**src/rtl/hood_menu_ctrl_pkg.sv**
```systemverilog
// Shared definitions for the range-hood front panel: state encoding, key
// indices, default timing constants and the request priority order.
package hood_menu_ctrl_pkg;

    typedef enum logic [1:0] {
        ST_OFF     = 2'd0,
        ST_STANDBY = 2'd1,
        ST_MENU    = 2'd2,
        ST_RUN     = 2'd3
    } hood_state_e;

    localparam int unsigned LONG_PRESS_CYCLES_DEF   = 32'd300_000_000;
    localparam int unsigned MENU_TIMEOUT_CYCLES_DEF = 32'd1_000_000_000;
    localparam int unsigned RUN_ACK_CYCLES_DEF      = 32'd8;

    localparam int unsigned KEY_POWER = 32'd0;
    localparam int unsigned KEY_MENU  = 32'd1;
    localparam int unsigned KEY_GEAR1 = 32'd2;
    localparam int unsigned KEY_GEAR2 = 32'd3;
    localparam int unsigned KEY_GEAR3 = 32'd4;
    localparam int unsigned KEY_CLEAN = 32'd5;
    localparam int unsigned KEY_NUM   = 32'd6;

    typedef struct packed {
        logic clean;
        logic first;
        logic second;
        logic third;
    } req_t;

    // At most one request per cycle: clean > gear1 > gear2 > gear3.
    function automatic req_t pick_req(input logic allow_clean, input logic [KEY_NUM-1:0] edges);
        req_t r;
        r = '0;
        if (allow_clean && edges[KEY_CLEAN]) begin
            r.clean = 1'b1;
        end else if (edges[KEY_GEAR1]) begin
            r.first = 1'b1;
        end else if (edges[KEY_GEAR2]) begin
            r.second = 1'b1;
        end else if (edges[KEY_GEAR3]) begin
            r.third = 1'b1;
        end else begin
            r = '0;
        end
        return r;
    endfunction

endpackage

```
**src/rtl/hood_menu_ctrl_if.sv**
```systemverilog
// Panel-side bundle: debounced key levels and busy in, status and request
// pulses out. master = panel/environment, slave = controller.
interface hood_menu_ctrl_if;
    logic       power_key;
    logic       menu_key;
    logic       gear1_key;
    logic       gear2_key;
    logic       gear3_key;
    logic       clean_key;
    logic       busy;
    logic       power_on;
    logic       menu_active;
    logic       first_req;
    logic       second_req;
    logic       third_req;
    logic       clean_req;
    logic       abort;
    logic [1:0] state_dbg;

    modport master (
        output power_key, menu_key, gear1_key, gear2_key, gear3_key, clean_key, busy,
        input  power_on, menu_active, first_req, second_req, third_req, clean_req, abort, state_dbg
    );

    modport slave (
        input  power_key, menu_key, gear1_key, gear2_key, gear3_key, clean_key, busy,
        output power_on, menu_active, first_req, second_req, third_req, clean_req, abort, state_dbg
    );
endinterface

```
**src/rtl/hood_menu_ctrl_key_edge.sv**
```systemverilog
// Rising-edge detector for one key level. The history register resets high
// so a key already held when reset releases never produces an edge.
module key_edge (
    input  logic clk_i,
    input  logic rst_ni,
    input  logic level_i,
    output logic edge_o
);
    logic prev_q;

    // Previous-level history
    always_ff @(posedge clk_i or negedge rst_ni) begin
        if (!rst_ni) begin
            prev_q <= 1'b1;
        end else begin
            prev_q <= level_i;
        end
    end

    assign edge_o = level_i & ~prev_q;
endmodule

```
**src/rtl/hood_menu_ctrl.sv**
```systemverilog
// Front-panel controller: turns key levels into power/menu state and gated
// single-cycle gear/clean requests for the downstream mode switcher.
module hood_menu_ctrl
    import hood_menu_ctrl_pkg::*;
#(
    parameter int unsigned LONG_PRESS_CYCLES   = LONG_PRESS_CYCLES_DEF,
    parameter int unsigned MENU_TIMEOUT_CYCLES = MENU_TIMEOUT_CYCLES_DEF,
    parameter int unsigned RUN_ACK_CYCLES      = RUN_ACK_CYCLES_DEF
) (
    input  logic             clk_i,
    input  logic             rst_ni,
    hood_menu_ctrl_if.slave  panel
);
    localparam int unsigned LP_W   = $clog2(LONG_PRESS_CYCLES + 32'd1);
    localparam int unsigned IDLE_W = $clog2(MENU_TIMEOUT_CYCLES + 32'd1);
    localparam int unsigned ACK_W  = $clog2(RUN_ACK_CYCLES + 32'd1);

    logic [KEY_NUM-1:0] level_s;
    logic [KEY_NUM-1:0] edge_s;
    hood_state_e        state_q, state_d;
    logic               armed_q, armed_d;
    logic [LP_W-1:0]    lp_q, lp_d;
    logic [IDLE_W-1:0]  idle_q, idle_d;
    logic [ACK_W-1:0]   ack_q, ack_d;
    logic               seen_q, seen_d;
    req_t               req_q, req_d;
    logic               abort_q, abort_d;
    logic               power_on_q, power_on_d;
    logic               menu_q, menu_d;
    logic               power_act_s;
    logic               pwr_edge_s;
    logic               long_press_s;
    logic               stay_menu_s;
    logic               stay_run_s;
    req_t               menu_req_s;
    req_t               run_req_s;

    assign level_s = {panel.clean_key, panel.gear3_key, panel.gear2_key,
                      panel.gear1_key, panel.menu_key, panel.power_key};

    for (genvar k = 0; k < KEY_NUM; k++) begin : g_edge
        key_edge u_edge (
            .clk_i   (clk_i),
            .rst_ni  (rst_ni),
            .level_i (level_s[k]),
            .edge_o  (edge_s[k])
        );
    end

    // The power key only acts while armed, i.e. after it was seen released.
    assign pwr_edge_s   = edge_s[KEY_POWER] & armed_q;
    assign long_press_s = level_s[KEY_POWER] & armed_q & (lp_q == LP_W'(LONG_PRESS_CYCLES - 32'd1));
    assign menu_req_s   = pick_req(1'b1, edge_s);
    assign run_req_s    = pick_req(1'b0, edge_s);

    // Next-state and pulse decode
    always_comb begin
        state_d     = state_q;
        req_d       = '0;
        abort_d     = 1'b0;
        power_act_s = 1'b0;
        case (state_q)
            ST_OFF: begin
                if (long_press_s) begin
                    state_d     = ST_STANDBY;
                    power_act_s = 1'b1;
                end else begin
                    state_d = ST_OFF;
                end
            end
            ST_STANDBY: begin
                if (pwr_edge_s) begin
                    state_d     = ST_OFF;
                    power_act_s = 1'b1;
                end else if (edge_s[KEY_MENU]) begin
                    state_d = ST_MENU;
                end else begin
                    state_d = ST_STANDBY;
                end
            end
            ST_MENU: begin
                if (pwr_edge_s) begin
                    state_d     = ST_OFF;
                    power_act_s = 1'b1;
                end else if (edge_s[KEY_MENU]) begin
                    state_d = ST_STANDBY;
                end else if (menu_req_s != '0) begin
                    req_d   = menu_req_s;
                    state_d = ST_RUN;
                end else if ((edge_s == '0) && (idle_q == IDLE_W'(MENU_TIMEOUT_CYCLES - 32'd1))) begin
                    state_d = ST_STANDBY;
                end else begin
                    state_d = ST_MENU;
                end
            end
            ST_RUN: begin
                if (long_press_s) begin
                    state_d     = ST_OFF;
                    abort_d     = 1'b1;
                    power_act_s = 1'b1;
                end else begin
                    req_d = run_req_s;
                    // Once busy was seen, its fall means the mode finished.
                    if (seen_q) begin
                        if (!panel.busy) begin
                            state_d = ST_STANDBY;
                        end else begin
                            state_d = ST_RUN;
                        end
                    end else if (panel.busy) begin
                        state_d = ST_RUN;
                    end else if (ack_q == ACK_W'(RUN_ACK_CYCLES - 32'd1)) begin
                        state_d = ST_MENU;
                    end else begin
                        state_d = ST_RUN;
                    end
                end
            end
            default: begin
                state_d = ST_OFF;
            end
        endcase
    end

    // Counters, arming and status decode
    always_comb begin
        stay_menu_s = (state_q == ST_MENU) && (state_d == ST_MENU) && (edge_s == '0);
        stay_run_s  = (state_q == ST_RUN) && (state_d == ST_RUN);

        if (!level_s[KEY_POWER] || power_act_s) begin
            lp_d = '0;
        end else if (armed_q && (lp_q != {LP_W{1'b1}})) begin
            lp_d = lp_q + LP_W'(1);
        end else begin
            lp_d = lp_q;
        end

        if (power_act_s) begin
            armed_d = 1'b0;
        end else if (!level_s[KEY_POWER]) begin
            armed_d = 1'b1;
        end else begin
            armed_d = armed_q;
        end

        if (!stay_menu_s) begin
            idle_d = '0;
        end else if (idle_q != {IDLE_W{1'b1}}) begin
            idle_d = idle_q + IDLE_W'(1);
        end else begin
            idle_d = idle_q;
        end

        if (!stay_run_s) begin
            ack_d  = '0;
            seen_d = 1'b0;
        end else if (ack_q != {ACK_W{1'b1}}) begin
            ack_d  = ack_q + ACK_W'(1);
            seen_d = seen_q | panel.busy;
        end else begin
            ack_d  = ack_q;
            seen_d = seen_q | panel.busy;
        end

        power_on_d = (state_d != ST_OFF);
        menu_d     = (state_d == ST_MENU);
    end

    // State, counter and output registers
    always_ff @(posedge clk_i or negedge rst_ni) begin
        if (!rst_ni) begin
            state_q    <= ST_OFF;
            armed_q    <= 1'b1;
            lp_q       <= '0;
            idle_q     <= '0;
            ack_q      <= '0;
            seen_q     <= 1'b0;
            req_q      <= '0;
            abort_q    <= 1'b0;
            power_on_q <= 1'b0;
            menu_q     <= 1'b0;
        end else begin
            state_q    <= state_d;
            armed_q    <= armed_d;
            lp_q       <= lp_d;
            idle_q     <= idle_d;
            ack_q      <= ack_d;
            seen_q     <= seen_d;
            req_q      <= req_d;
            abort_q    <= abort_d;
            power_on_q <= power_on_d;
            menu_q     <= menu_d;
        end
    end

    assign panel.power_on    = power_on_q;
    assign panel.menu_active = menu_q;
    assign panel.first_req   = req_q.first;
    assign panel.second_req  = req_q.second;
    assign panel.third_req   = req_q.third;
    assign panel.clean_req   = req_q.clean;
    assign panel.abort       = abort_q;
    assign panel.state_dbg   = state_q;
endmodule

```
**src/flat_wrapper.sv**
```systemverilog
// flat-port wrapper written by rule: the top's interface ports become plain ports
module hood_menu_ctrl_flat import hood_menu_ctrl_pkg::*;
#(
    parameter int unsigned LONG_PRESS_CYCLES   = LONG_PRESS_CYCLES_DEF,
    parameter int unsigned MENU_TIMEOUT_CYCLES = MENU_TIMEOUT_CYCLES_DEF,
    parameter int unsigned RUN_ACK_CYCLES      = RUN_ACK_CYCLES_DEF
)
  (clk_i, rst_ni, panel_power_key, panel_menu_key, panel_gear1_key, panel_gear2_key, panel_gear3_key, panel_clean_key, panel_busy, panel_power_on, panel_menu_active, panel_first_req, panel_second_req, panel_third_req, panel_clean_req, panel_abort, panel_state_dbg);
  hood_menu_ctrl_if panel_i ();
  input  logic clk_i;
  input  logic rst_ni;
  input wire logic [$bits(panel_i.power_key)-1:0] panel_power_key;
  input wire logic [$bits(panel_i.menu_key)-1:0] panel_menu_key;
  input wire logic [$bits(panel_i.gear1_key)-1:0] panel_gear1_key;
  input wire logic [$bits(panel_i.gear2_key)-1:0] panel_gear2_key;
  input wire logic [$bits(panel_i.gear3_key)-1:0] panel_gear3_key;
  input wire logic [$bits(panel_i.clean_key)-1:0] panel_clean_key;
  input wire logic [$bits(panel_i.busy)-1:0] panel_busy;
  output wire logic [$bits(panel_i.power_on)-1:0] panel_power_on;
  output wire logic [$bits(panel_i.menu_active)-1:0] panel_menu_active;
  output wire logic [$bits(panel_i.first_req)-1:0] panel_first_req;
  output wire logic [$bits(panel_i.second_req)-1:0] panel_second_req;
  output wire logic [$bits(panel_i.third_req)-1:0] panel_third_req;
  output wire logic [$bits(panel_i.clean_req)-1:0] panel_clean_req;
  output wire logic [$bits(panel_i.abort)-1:0] panel_abort;
  output wire logic [$bits(panel_i.state_dbg)-1:0] panel_state_dbg;
  assign panel_i.power_key = panel_power_key;
  assign panel_i.menu_key = panel_menu_key;
  assign panel_i.gear1_key = panel_gear1_key;
  assign panel_i.gear2_key = panel_gear2_key;
  assign panel_i.gear3_key = panel_gear3_key;
  assign panel_i.clean_key = panel_clean_key;
  assign panel_i.busy = panel_busy;
  assign panel_power_on = panel_i.power_on;
  assign panel_menu_active = panel_i.menu_active;
  assign panel_first_req = panel_i.first_req;
  assign panel_second_req = panel_i.second_req;
  assign panel_third_req = panel_i.third_req;
  assign panel_clean_req = panel_i.clean_req;
  assign panel_abort = panel_i.abort;
  assign panel_state_dbg = panel_i.state_dbg;
  hood_menu_ctrl #(.LONG_PRESS_CYCLES(LONG_PRESS_CYCLES), .MENU_TIMEOUT_CYCLES(MENU_TIMEOUT_CYCLES), .RUN_ACK_CYCLES(RUN_ACK_CYCLES)) u_core (.clk_i(clk_i), .rst_ni(rst_ni), .panel(panel_i));
endmodule
```
**config.mk**
```make
export PLATFORM = sky130hd
export DESIGN_NAME = hood_menu_ctrl_flat
export DESIGN_NICKNAME = d
export VERILOG_FILES = /design/src/rtl/hood_menu_ctrl_pkg.sv /design/src/rtl/hood_menu_ctrl_if.sv /design/src/rtl/hood_menu_ctrl_key_edge.sv /design/src/rtl/hood_menu_ctrl.sv /design/src/flat_wrapper.sv
export SDC_FILE = /design/constraint.sdc
export NUM_CORES = 1
export LEC_CHECK = 0
export ABC_AREA = 1
export CAP_MARGIN = 20
export CELL_PAD_IN_SITES_DETAIL_PLACEMENT = 1
export CELL_PAD_IN_SITES_GLOBAL_PLACEMENT = 2
export CORE_MARGIN = 1
export CORE_UTILIZATION = 32
export DETAILED_ROUTE_END_ITERATION = 8
export PLACE_DENSITY_LB_ADDON = 0.1
export SYNTH_ARGS = -nofsm -noshare
export SYNTH_HDL_FRONTEND = slang
export SYNTH_SLANG_ARGS = --single-unit
```
**constraint.sdc**
```tcl
create_clock -name clk_i -period 1.9 [get_ports clk_i]
set_input_delay 0.38 -clock clk_i [delete_from_list [all_inputs] [get_ports clk_i]]
set_output_delay 0.38 -clock clk_i [all_outputs]
set_load 0.01 [all_outputs]
```
# [Word-level counts from Yosys, hierarchy flattened]
# Index checks and enable logic that the tools add are counted.
[word_totals] in_bits=9 regBits=80 out_inout_bits=9
[op_classes] n_bitwise=16 eq_ne=14 mux=38 n_reduce_logical=14 addsub=3
[ops] cell="$mux W30" n=2
[ops] cell="$mux W29" n=2
[ops] cell="$add A30 B1 Y30 const B" n=1
[ops] cell="$eq A30 B30 Y1 const B" n=1
[ops] cell="$ne A30 B30 Y1 const B" n=1
[ops] cell="$add A29 B1 Y29 const B" n=1
[ops] cell="$eq A29 B29 Y1 const B" n=1
[ops] cell="$ne A29 B29 Y1 const B" n=1
[ops] cell="$mux W2" n=11
[ops] cell="$mux W4" n=5
[ops] cell="$mux W1" n=13
[ops] cell="$and A1 B1 Y1" n=9
[ops] cell="$eq A2 B2 Y1 const B" n=4
[ops] cell="$pmux W2 S4" n=1
[ops] cell="$pmux W4 S2" n=1
[ops] cell="$logic_not A6 Y1" n=1
[ops] cell="$mux W3" n=2
[ops] cell="$not A1 Y1" n=6
[ops] cell="$logic_and A1 B1 Y1" n=5
[ops] cell="$add A4 B1 Y4 const B" n=1
[ops] cell="$eq A4 B3 Y1 const B" n=1
[ops] cell="$ne A2 B2 Y1 const B" n=2
[ops] cell="$ne A4 B4 Y1 const B" n=1
[ops] cell="$reduce_bool A2 Y1" n=2
[ops] cell="other kinds (9)" n=10

# [Longest topological paths before layout]
# Gate-level depths: netlist of the first run.
[depth] depth_word=15 mapped_depth=14 mapped_depth_nobuf=13

# [Hierarchy]
# A second synthesis of the first run with hierarchy kept.
[unflattened] hier_cells=643 area_unflattened_um2=4923.5
[modules_own_cells] mod="hood_menu_ctrl" seq_area_each_um2=1853.0 area_per_inst_um2=4705.8 n_inst=1 cells_per_inst=625
[modules_own_cells] mod="key_edge" seq_area_each_um2=26.3 area_per_inst_um2=36.3 n_inst=6 cells_per_inst=3

# [Worst setup path before layout of the first run]
# Ideal clock, no wire load.
[synth_timing] path_kind="flip-flop to flip-flop" from="reg u_core.idle_q[0]" to="reg u_core.idle_q[27]" setup_slack_ns=0.042 arrival_time_ns=1.741 setup_ns=0.117 path_stages_with_launch=12 period_less_slack_ns=1.858 n_path_buf=0 path_cell_list="dfrtp_1 -> ha_1 -> inv_1 -> nor2_2 -> nand3b_1 -> nor2_2 -> nand4_2 -> nand2_1 -> nor3_1 -> nand3_1 -> nor2_1 -> nor2_1"
[synth_between] elab_chain_cells=11
[synth_rtl] item="start, declared" line="hood_menu_ctrl.sv:23" rtl="logic [IDLE_W-1:0] idle_q, idle_d;"
[synth_rtl] item="start signal, assigned" line="hood_menu_ctrl.sv:186" rtl="idle_q <= idle_d;"
[synth_rtl] item="$eq A30 B30 Y1" line="hood_menu_ctrl.sv:90" rtl="end else if ((edge_s == '0) && (idle_q == IDLE_W'(MENU_TIMEOUT_CYCLES - 32'd1))) begin"
[synth_rtl] item="$logic_and A1 B1 Y1" line="hood_menu_ctrl.sv:90"
[synth_rtl] item="$mux W2" line="hood_menu_ctrl.sv:90"
[synth_rtl] item="$mux W2" line="hood_menu_ctrl.sv:87" rtl="end else if (menu_req_s != '0) begin"
[synth_rtl] item="$mux W2" line="hood_menu_ctrl.sv:85" rtl="end else if (edge_s[KEY_MENU]) begin"
[synth_rtl] item="$mux W2" line="hood_menu_ctrl.sv:82" rtl="if (pwr_edge_s) begin"
[synth_rtl] item="$pmux W2 S4" line="hood_menu_ctrl.sv:62" rtl="case (state_q)"
[synth_rtl] item="$eq A2 B2 Y1" line="hood_menu_ctrl.sv:127" rtl="stay_menu_s = (state_q == ST_MENU) && (state_d == ST_MENU) && (edge_s == '0);"
[synth_rtl] item="$logic_and A1 B1 Y1 (2 in a row)" line="hood_menu_ctrl.sv:127"
[synth_rtl] item="$ne A2 B2 Y1 (no source line) or $mux W30 (tied branches)"
# Parallel ways exist; a longest one is shown, timed or not. The select of a mux whose other input is x is not followed.
# A chain may end at the register's enable or synchronous reset.

# [Worst setup path in the final report of the first run]
[layout_timing] from="reg u_core.lp_q[0]" to="reg u_core.idle_q[27]"
[layout_between] elab_chain_cells=8
[layout_rtl] item="start, declared" line="hood_menu_ctrl.sv:22" rtl="logic [LP_W-1:0] lp_q, lp_d;"
[layout_rtl] item="start signal, assigned" line="hood_menu_ctrl.sv:185" rtl="lp_q <= lp_d;"
[layout_rtl] item="$eq A29 B29 Y1 (*)" line="hood_menu_ctrl.sv:52" rtl="assign long_press_s = level_s[KEY_POWER] & armed_q & (lp_q == LP_W'(LONG_PRESS_CYCLES - 32'd1));"
[layout_rtl] item="$and A1 B1 Y1 (*)" line="hood_menu_ctrl.sv:52"
[layout_rtl] item="$mux W2 or $mux W1 (tied branches)" line="hood_menu_ctrl.sv:97, hood_menu_ctrl.sv:64"
[layout_rtl] item="$pmux W2 S4 (*)" line="hood_menu_ctrl.sv:62"
[layout_rtl] item="$eq A2 B2 Y1 (*)" line="hood_menu_ctrl.sv:127"
[layout_rtl] item="$logic_and A1 B1 Y1 (*) (2 in a row)" line="hood_menu_ctrl.sv:127"
[layout_rtl] item="$ne A2 B2 Y1 (no source line) or $mux W30 (tied branches)"
# Every way passes the cells marked *; elsewhere a longest branch is shown, timed or not.

==> results of run 1 <==
stage by stage:
stage / area [sq um] / cells / hold WS, ns / setup TNS (ns) / setup slack [ns]
4_1_cts: 6564 / 996 / 0.3514 / 0 / 0.01149
3_5_place_dp: 6053 / 970 / 0.3493 / -26.61 / -0.4991
3_3_place_gp: 6053 / 970 / 0.3401 / -20.47 / -0.3896
5_1_grt: 7076 / 1015 / 0.3615 / -2.592 / -0.1624
2_1_floorplan: 4842 / 668 / 0.08441 / 0 / 0.04164
6_report: 7078 / 1016 / 0.3569 / -0.3440 / -0.05173
layout make-up:
cell class / instances / area, sq um / share of cell area [%]
Multi-Input combinational cell: 485 / 2867 / 40.50
Sequential cell: 80 / 2011 / 28.41
Timing Repair Buffer: 155 / 1333 / 18.83
Inverter: 95 / 367.9 / 5.197
Clock buffer: 13 / 250.2 / 3.535
Tap cell: 184 / 230.2 / 3.253
Clock inverter: 3 / 17.52 / 0.2475
Antenna cell: 1 / 2.502 / 0.03535
cells in the mapped netlist (all sizes together):
master / number
inv: 94
nor2: 121
nor3b: 3
nand3: 53
clkbuf: 2
o41ai: 1
nand2: 166
o21ai: 11
clkinv: 1
nand4: 20
o21bai: 2
o21a: 1
ha: 7
xnor2: 7
a22oi: 2
o211ai: 1
dfrtp: 73
a21oi: 10
and3: 1
mux2i: 1
o31ai: 14
dfstp: 7
or2: 3
nand3b: 1
buf: 8
nor4: 7
xor2: 19
nor3: 32
worst register-to-register path: stages, from the launching register on:
cell,delay [ns]
dfrtp_1,0.36
ha_2,0.20
inv_2,0.05
nor2_4,0.11
nand2_4,0.09
nor2_4,0.14
nand2_4,0.08
nand3_2,0.06
nand2_2,0.06
inv_4,0.06
nand2_4,0.06
nor3_4,0.21
buf_12,0.15
buf_8,0.11
nand2_2,0.05
nor2_2,0.09
power groups by stage:
stage,clock (uW),combinational (uW),sequential [uW]
global placement,0,323,1780
finish,1640,421,1750
global route,1740,461,1750
floorplan,0,128,1780
CTS,1690,351,1750
detailed placement,0,333,1780
registers in the layout (all words and copies together) (netlist names):
signal and flops:
u_core.idle_q 30, u_core.panel.third_req 1, u_core.armed_q 1, u_core.g_edge.u_edge.prev_q 6
u_core.panel.state_dbg 2, u_core.panel.menu_active 1, u_core.panel.second_req 1, u_core.lp_q 29
u_core.panel.abort 1, u_core.panel.power_on 1, u_core.ack_q 4, u_core.panel.first_req 1
u_core.panel.clean_req 1, u_core.seen_q 1
routing by layer:
metal | GRT usage (%) | vias to the layer above | wire length [microns]
li1 | - | 2454 | -
met1 | 30.15 | 2428 | 8127
met2 | 35.06 | 47 | 7660
met3 | 2.781 | 16 | 325
met4 | 7.891 | 0 | 293
met5 | 0 | - | 0
how the worst max path moves through the flow:
stage	start	end	slack (ns)	depth (start not counted)
2_1_floorplan	u_core.idle_q[0]	u_core.idle_q[27]	0.04	11
3_3_place_gp	panel_power_key	u_core.idle_q[27]	-0.39	14
3_5_place_dp	panel_power_key	u_core.idle_q[27]	-0.50	14
4_1_cts	u_core.lp_q[1]	u_core.lp_q[7]	0.01	11
5_1_grt	u_core.idle_q[0]	u_core.idle_q[22]	-0.16	12
6_report	u_core.lp_q[0]	u_core.idle_q[27]	-0.05	15
cells by family (layout without fill, tap and decap cells):
group                    after synthesis  count (layout)
multiplexers                           1               1
adder cells (fa/ha/maj)                7               7
XOR/XNOR                              26              26
AND/OR/NAND/NOR                      407             409
other                                  0               1
buffers and inverters                105             266
AO/OA/AOI/OAI                         42              42
flip-flops                            80              80
timing repair:
item,CTS,global route
endpoints found under the hold margin,22,0
setup endpoints to repair,63,65
hold buffers,1,0
cloned,1,1
resized for setup,40,94
pin swaps,16,26
buffers inserted,9,18
==> results.txt, run 1 <==
Setup CP Type: reg2reg
Power Total: 3809 uW
TritonCTS clock tree: done
MaxCap Viol Count: 0
Worst EP required: 2.18 ns
Most frequent cells in the layout: 135 x nand2_1, 121 x buf_4, 92 x nor2_1
R2R Setup Slk: -0.05 ns
Syn Nets: 684
Clock Skew: 0.007487 ns
Failing checks: DRC, setup timing
Fin nets: 842
Sequential element share of the synthesized area: 41.52%
Clock transition at the registers of the reported paths: 0.06 ns
Worst R2R Path Depth: 15
FF-to-FF Start: u_core.lp_q[0]
Synth Register Bits: 80
Achievable clock frequency: 512.4 MHz
Synth Area in Adders: 1.809%
Most Frequent Cell on Critical Path: nand2_4
Cell taking the most area after synthesis: dfrtp_1
Final Cycle Share: 102.7%
Critical path's slowest cell: dfrtp_1
Final slew viol count: 0
Leakage: 0.003136 uW
# setup viols final: 13
Synth Warn #: 0
DRT Wirelength: 16410 microns
CTS HTree Levels: 3
Initial DRC Count: 208
Main combinational cell family by area after synthesis: simple AND/OR/NAND/NOR gates
Initial antenna violation count: 0
Hold EP: u_core.g_edge[0].u_edge.prev_q
Max incr delay on CP: 0.36 ns
Crit Reg-Reg Endpoint: u_core.idle_q[27]
Hold Path Depth: 1
Hold_sp: panel_power_key
Post-DR wirelength/cell: 16.15 microns
First-pass GRT wire length: 26790 microns
Top post-synthesis cells by area: dfrtp_1 38%, nand2_1 12%, nor2_1 8.8%
Clock sinks: 80
Post-synthesis compound-gate area fraction: 5.452%
Internal Power: 2843 uW
Die H: 125.0 microns
Placer's final routability congestion estimate: 0.8283
Mux cell area share after synthesis: 0.2067%
XOR/XNOR Fraction of Synth Area: 4.703%
Vias: 4945
Congestion Overflow GR: 0
Worst Setup Slack, final: -0.05173 ns
Clock power frac: 43.1%
Post-route ant nets: 0
Num CTS Buffers: 9
Hold Vio Cnt, Final: 0
Part of the power in registers: 45.8%
Setup crit end kind: flop
Skew-Pair Late Insertion Delay: 0.35 ns
Hold crit path type: in2reg
Core ar.: 0.01464 sq mm
Syn avg cell area: 7.249 sq um
Most common cell after layout, fill and taps aside: nand2_1
Row count: 44
Longest Clk Path Bufs: 2
All-Layer GR Usage: 21.82%
Layout area overhead: 46.18%
Number of buffers and inverters on the critical path: 4
Unrepaired setup endpoints after global routing: true
Switching part of the total: 25.36%
Combinational cell fraction of total power: 11.1%
Slew at the pin closest to its max-slew limit: 0.4318 ns
Ports: 18
Number of global-route vias before repair: 5242
Cell Area, Synth: 0.004842 sq mm
Die ar.: 0.01563 sq mm
Rel. slew slack: 70.84%
Synth Instances: 668
Hpwl dp: 12290 microns
CP top delay family: simple AND/OR/NAND/NOR gates
Simple-gate share of the synthesized area: 37.67%
Max IR drop VDD: 0.0004038 V
Tmin final: 1.952 ns
Top cell type's share of synthesized area: 37.73%
PortBufs: 17
Status: finished, violations left
Post-layout util: 48.33%
P_sw: 966.1 uW
Fraction of layout instances using a drive strength above 1: 32.49%
Drt first pass iters: 6
Filler cells: 1798
Clk root buf: clkbuf_16
Yosys cell types: 37
Cell area power density: 538.2 mW/mm^2
Worst setup SP type: flop
Pin count of the biggest net entering global routing: 31
DR vias/cell: 4.867
Crit path cell chain: ha_2 -> inv_2 -> nor2_4 -> nand2_4 -> nor2_4 -> nand2_4 -> nand3_2 -> nand2_2 -> inv_4 -> nand2_4 -> nor3_4 -> buf_12 -> buf_8 -> nand2_2 -> nor2_2
DRC: 30
Worst-path fanout max: 5
Die Wd: 125.0 microns
Initial Utilization: 33.07%
WP data arrival: 2.23 ns
(Power assumes the default switching activity.)
==> run 2: changes to the inputs <==
--- a/config.mk
+++ b/config.mk
@@ -9,6 +9,7 @@
 export CAP_MARGIN = 20
 export CELL_PAD_IN_SITES_DETAIL_PLACEMENT = 1
 export CELL_PAD_IN_SITES_GLOBAL_PLACEMENT = 2
+export CORE_ASPECT_RATIO = 0.9
 export CORE_MARGIN = 1
 export CORE_UTILIZATION = 32
 export DETAILED_ROUTE_END_ITERATION = 8
==> run 2 against run 1 <==
The flow finishes with violations (hold timing, setup timing). Clock skew increased by 0.0029 ns. Via count decreased by 1.3%. Total power increased by 6.0%. Hold slack got worse by 0.37 ns. Critical path depth decreased by 1. Critical endpoint unchanged. Clock power increased by 16%. Fmax decreased by 0.40%. Wire length increased by 1.5%. Design area decreased by 0.81%. Die area about the same. Sequential share of layout area increased by 0.23 points. Highest routed layer unchanged. Clock-buffer cell count decreased by 3.
==> results.txt, run 2 (synthesis gave the netlist of run 1 again) <==
Clock sinks: 80 (unchanged)
Die H: 118.7 microns (-5.0%)
Post-DP Area: 0.006021 sq mm (-0.54%)
Leakage: 0.003118 uW (-0.56%)
Final slew viol count: 0 (unchanged)
DRC: 0 (-100%)
Setup CP Type: reg2reg
Post-DR wirelength/cell: 16.46 microns (+1.9%)
Clock Skew: 0.01040 ns (+0.002915 ns)
Post-route ant nets: 0 (unchanged)
Most common cell after layout, fill and taps aside: nand2_1
Worst setup SP type: flop
Core ar.: 0.01477 sq mm (+0.84%)
Fin nets: 825 (-2.0%)
CTS HTree Levels: 3 (unchanged)
MaxCap Viol Count: 0 (unchanged)
Largest regs: u_core.idle_q x30, u_core.lp_q x29, u_core.g_edge.u_edge.prev_q x6
Row count: 42 (-4.5%)
Pin count of the biggest net entering global routing: 32 (+3.2%)
Die ar.: 0.01563 sq mm (about the same)
Num CTS Buffers: 9 (unchanged)
Failing checks: hold timing, setup timing
PortBufs: 17 (unchanged)
Tmin final: 1.960 ns (+0.007929 ns)
Fraction of layout instances using a drive strength above 1: 31.70% (-0.80 points)
Status: finished, violations left
Initial antenna violation count: 0 (unchanged)
WP data arrival: 2.25 ns (+0.02 ns)
Area of the multi-input gates: 0.002878 sq mm (+0.39%)
Number of global-route vias before repair: 5139 (-2.0%)
# diodes: 0 (-1)
Worst-path fanout max: 5 (unchanged)
DRT Wirelength: 16660 microns (+1.5%)
Vias: 4880 (-1.3%)
All-Layer GR Usage: 22.11% (+0.29 points)
Max reg flops: 30 (unchanged)
Worst EP required: 2.19 ns (about the same)
TritonCTS clock tree: done
Hpwl dp: 12330 microns (+0.38%)
Filler cells: 1805 (+0.39%)
Skew-Pair Late Insertion Delay: 0.36 ns (about the same)
Initial DRC Count: 220 (+5.8%)
Rel. slew slack: 66.98% (-3.9 points)
Sequential Area: 0.002011 sq mm (unchanged)
Cts hold-fix bufs: 0 (-1)
Die Wd: 131.7 microns (+5.3%)
Congestion Overflow GR: 0 (unchanged)
Worst Setup Slack, final: -0.05966 ns (-0.007929 ns)
Drt first pass iters: 4 (-2)
Ports: 18 (unchanged)
Post-layout util: 47.54% (-0.79 points)
First-pass GRT wire length: 26940 microns (+0.57%)
# setup viols final: 15 (+2)
Longest Clk Path Bufs: 2 (unchanged)
Unrepaired setup endpoints after global routing: true
WHS: -0.01098 ns (-0.3679 ns)
Slew at the pin closest to its max-slew limit: 0.4889 ns (+0.05707 ns)
Layout area overhead: 44.99%
Cell area power density: 574.9 mW/mm^2 (+6.8%)
Placer's final routability congestion estimate: 0.8486 (+2.5%)
Hold Vio Cnt, Final: 15 (+15)
Initial Utilization: 32.79% (-0.27 points)
Max IR drop VDD: 0.0004674 V (+16%)
DR vias/cell: 4.822 (-0.92%)
Top reg by flops: u_core.idle_q
Post-route cell area: 0.007020 sq mm (-0.81%)
Hold crit path type: in2async
Achievable clock frequency: 510.3 MHz (-0.40%)
Clk root buf: clkbuf_16
Final Cycle Share: 103.1% (+0.42 points)
Setup crit end kind: flop
Most frequent cells in the layout: 142 x nand2_1, 104 x buf_4, 92 x nor2_1
Clock transition at the registers of the reported paths: 0.07 ns (about the same)
[run 2: changes by cell type in the layout (fill, tap and decap cells not counted), moves of 4 or more]
cell and delta:
nand2_2 -11, buf_4 -17, nand2_1 +7, nand2_4 +4
o31ai_2 +9, o31ai_1 -10
[run 2: power breakdown]
| group | switching, uW | internal (uW) | leakage (uW) |
|---|---|---|---|
| logic | 227 | 159 | 0.00187 |
| registers | 13.8 | 1730 | 0.00109 |
| clock network | 831 | 1080 | 0.000154 |
| total | 1070 | 2970 | 0.00312 |
[run 2: worst paths after layout]
kind / start / slack (ns) / endpoint / cells after the start
max in group asynchronous: rst_ni / 1.32 / u_core.g_edge[2].u_edge.prev_q / 2
hold / removal: rst_ni / -0.01 / u_core.lp_q[13] / 1
setup / recovery: u_core.panel.state_dbg[0] / -0.06 / u_core.idle_q[27] / 14
min in group clk_i: panel_power_key / 0.35 / u_core.g_edge[0].u_edge.prev_q / 1
hold reg to reg: u_core.seen_q / 0.54 / u_core.seen_q / 2
setup reg to reg: u_core.panel.state_dbg[0] / -0.06 / u_core.idle_q[27] / 14
[run 2: critical path: stages (launching register included)]
cell and delay (ns):
dfrtp_1 0.38, inv_1 0.09, ha_2 0.20, inv_1 0.07, nor2_4 0.12, nand2_1 0.09, inv_1 0.08, nand2_1 0.08
nand3_2 0.10, nand2_4 0.08, nor3_4 0.19, buf_6 0.15, buf_6 0.11, nand2_2 0.05, nor2_2 0.11
[run 2: repair_timing]
item	4_1_cts	5_1_grt
setup buffers	10	11
cloned	1	1
resized for setup	43	86
pin swaps	19	34
endpoints found under the setup margin	55	65
[run 2: stage by stage]
stage / setup WS (ns) / TNS [ns] / std cells / hold WS [ns] / power [uW]
6_report: -0.05966 / -0.4196 / 1012 / -0.01098 / 4036
5_1_grt: -0.2000 / -4.623 / 1012 / 0.01214 / 4184
4_1_cts: -0.03002 / -0.1007 / 1001 / 0.004458 / 4054
3_5_place_dp: -0.4940 / -24.90 / 974 / 0.3886 / 2103
3_3_place_gp: -0.4023 / -18.37 / 974 / 0.3888 / 2097
2_1_floorplan: 0.04164 / 0 / 668 / 0.08441 / 1909
[run 2: area by class of cell]
class                           instances  share of cell area [%]
Multi-Input combinational cell        485                   40.99
Sequential cell                        80                   28.64
Timing Repair Buffer                  138                   17.14
Inverter                               95                   5.240
Tap cell                              198                   3.529
Clock buffer                           10                   3.404
Clock inverter                          6                   1.052
[run 2: per-layer routing]
layer,routed length (microns),track usage [%],up-vias
met5,0,0,-
met4,156,5.814,0
met3,521,4.376,15
met1,8535,32.20,2378
met2,7447,33.13,64
li1,-,-,2423
==> run 3: changes to the inputs <==
--- a/config.mk
+++ b/config.mk
@@ -6,7 +6,6 @@
 export NUM_CORES = 1
 export LEC_CHECK = 0
 export ABC_AREA = 1
-export CAP_MARGIN = 20
 export CELL_PAD_IN_SITES_DETAIL_PLACEMENT = 1
 export CELL_PAD_IN_SITES_GLOBAL_PLACEMENT = 2
 export CORE_ASPECT_RATIO = 0.9
==> results of run 3 <==
No change in the layout: final DEF, timing and power equal those of run 2.
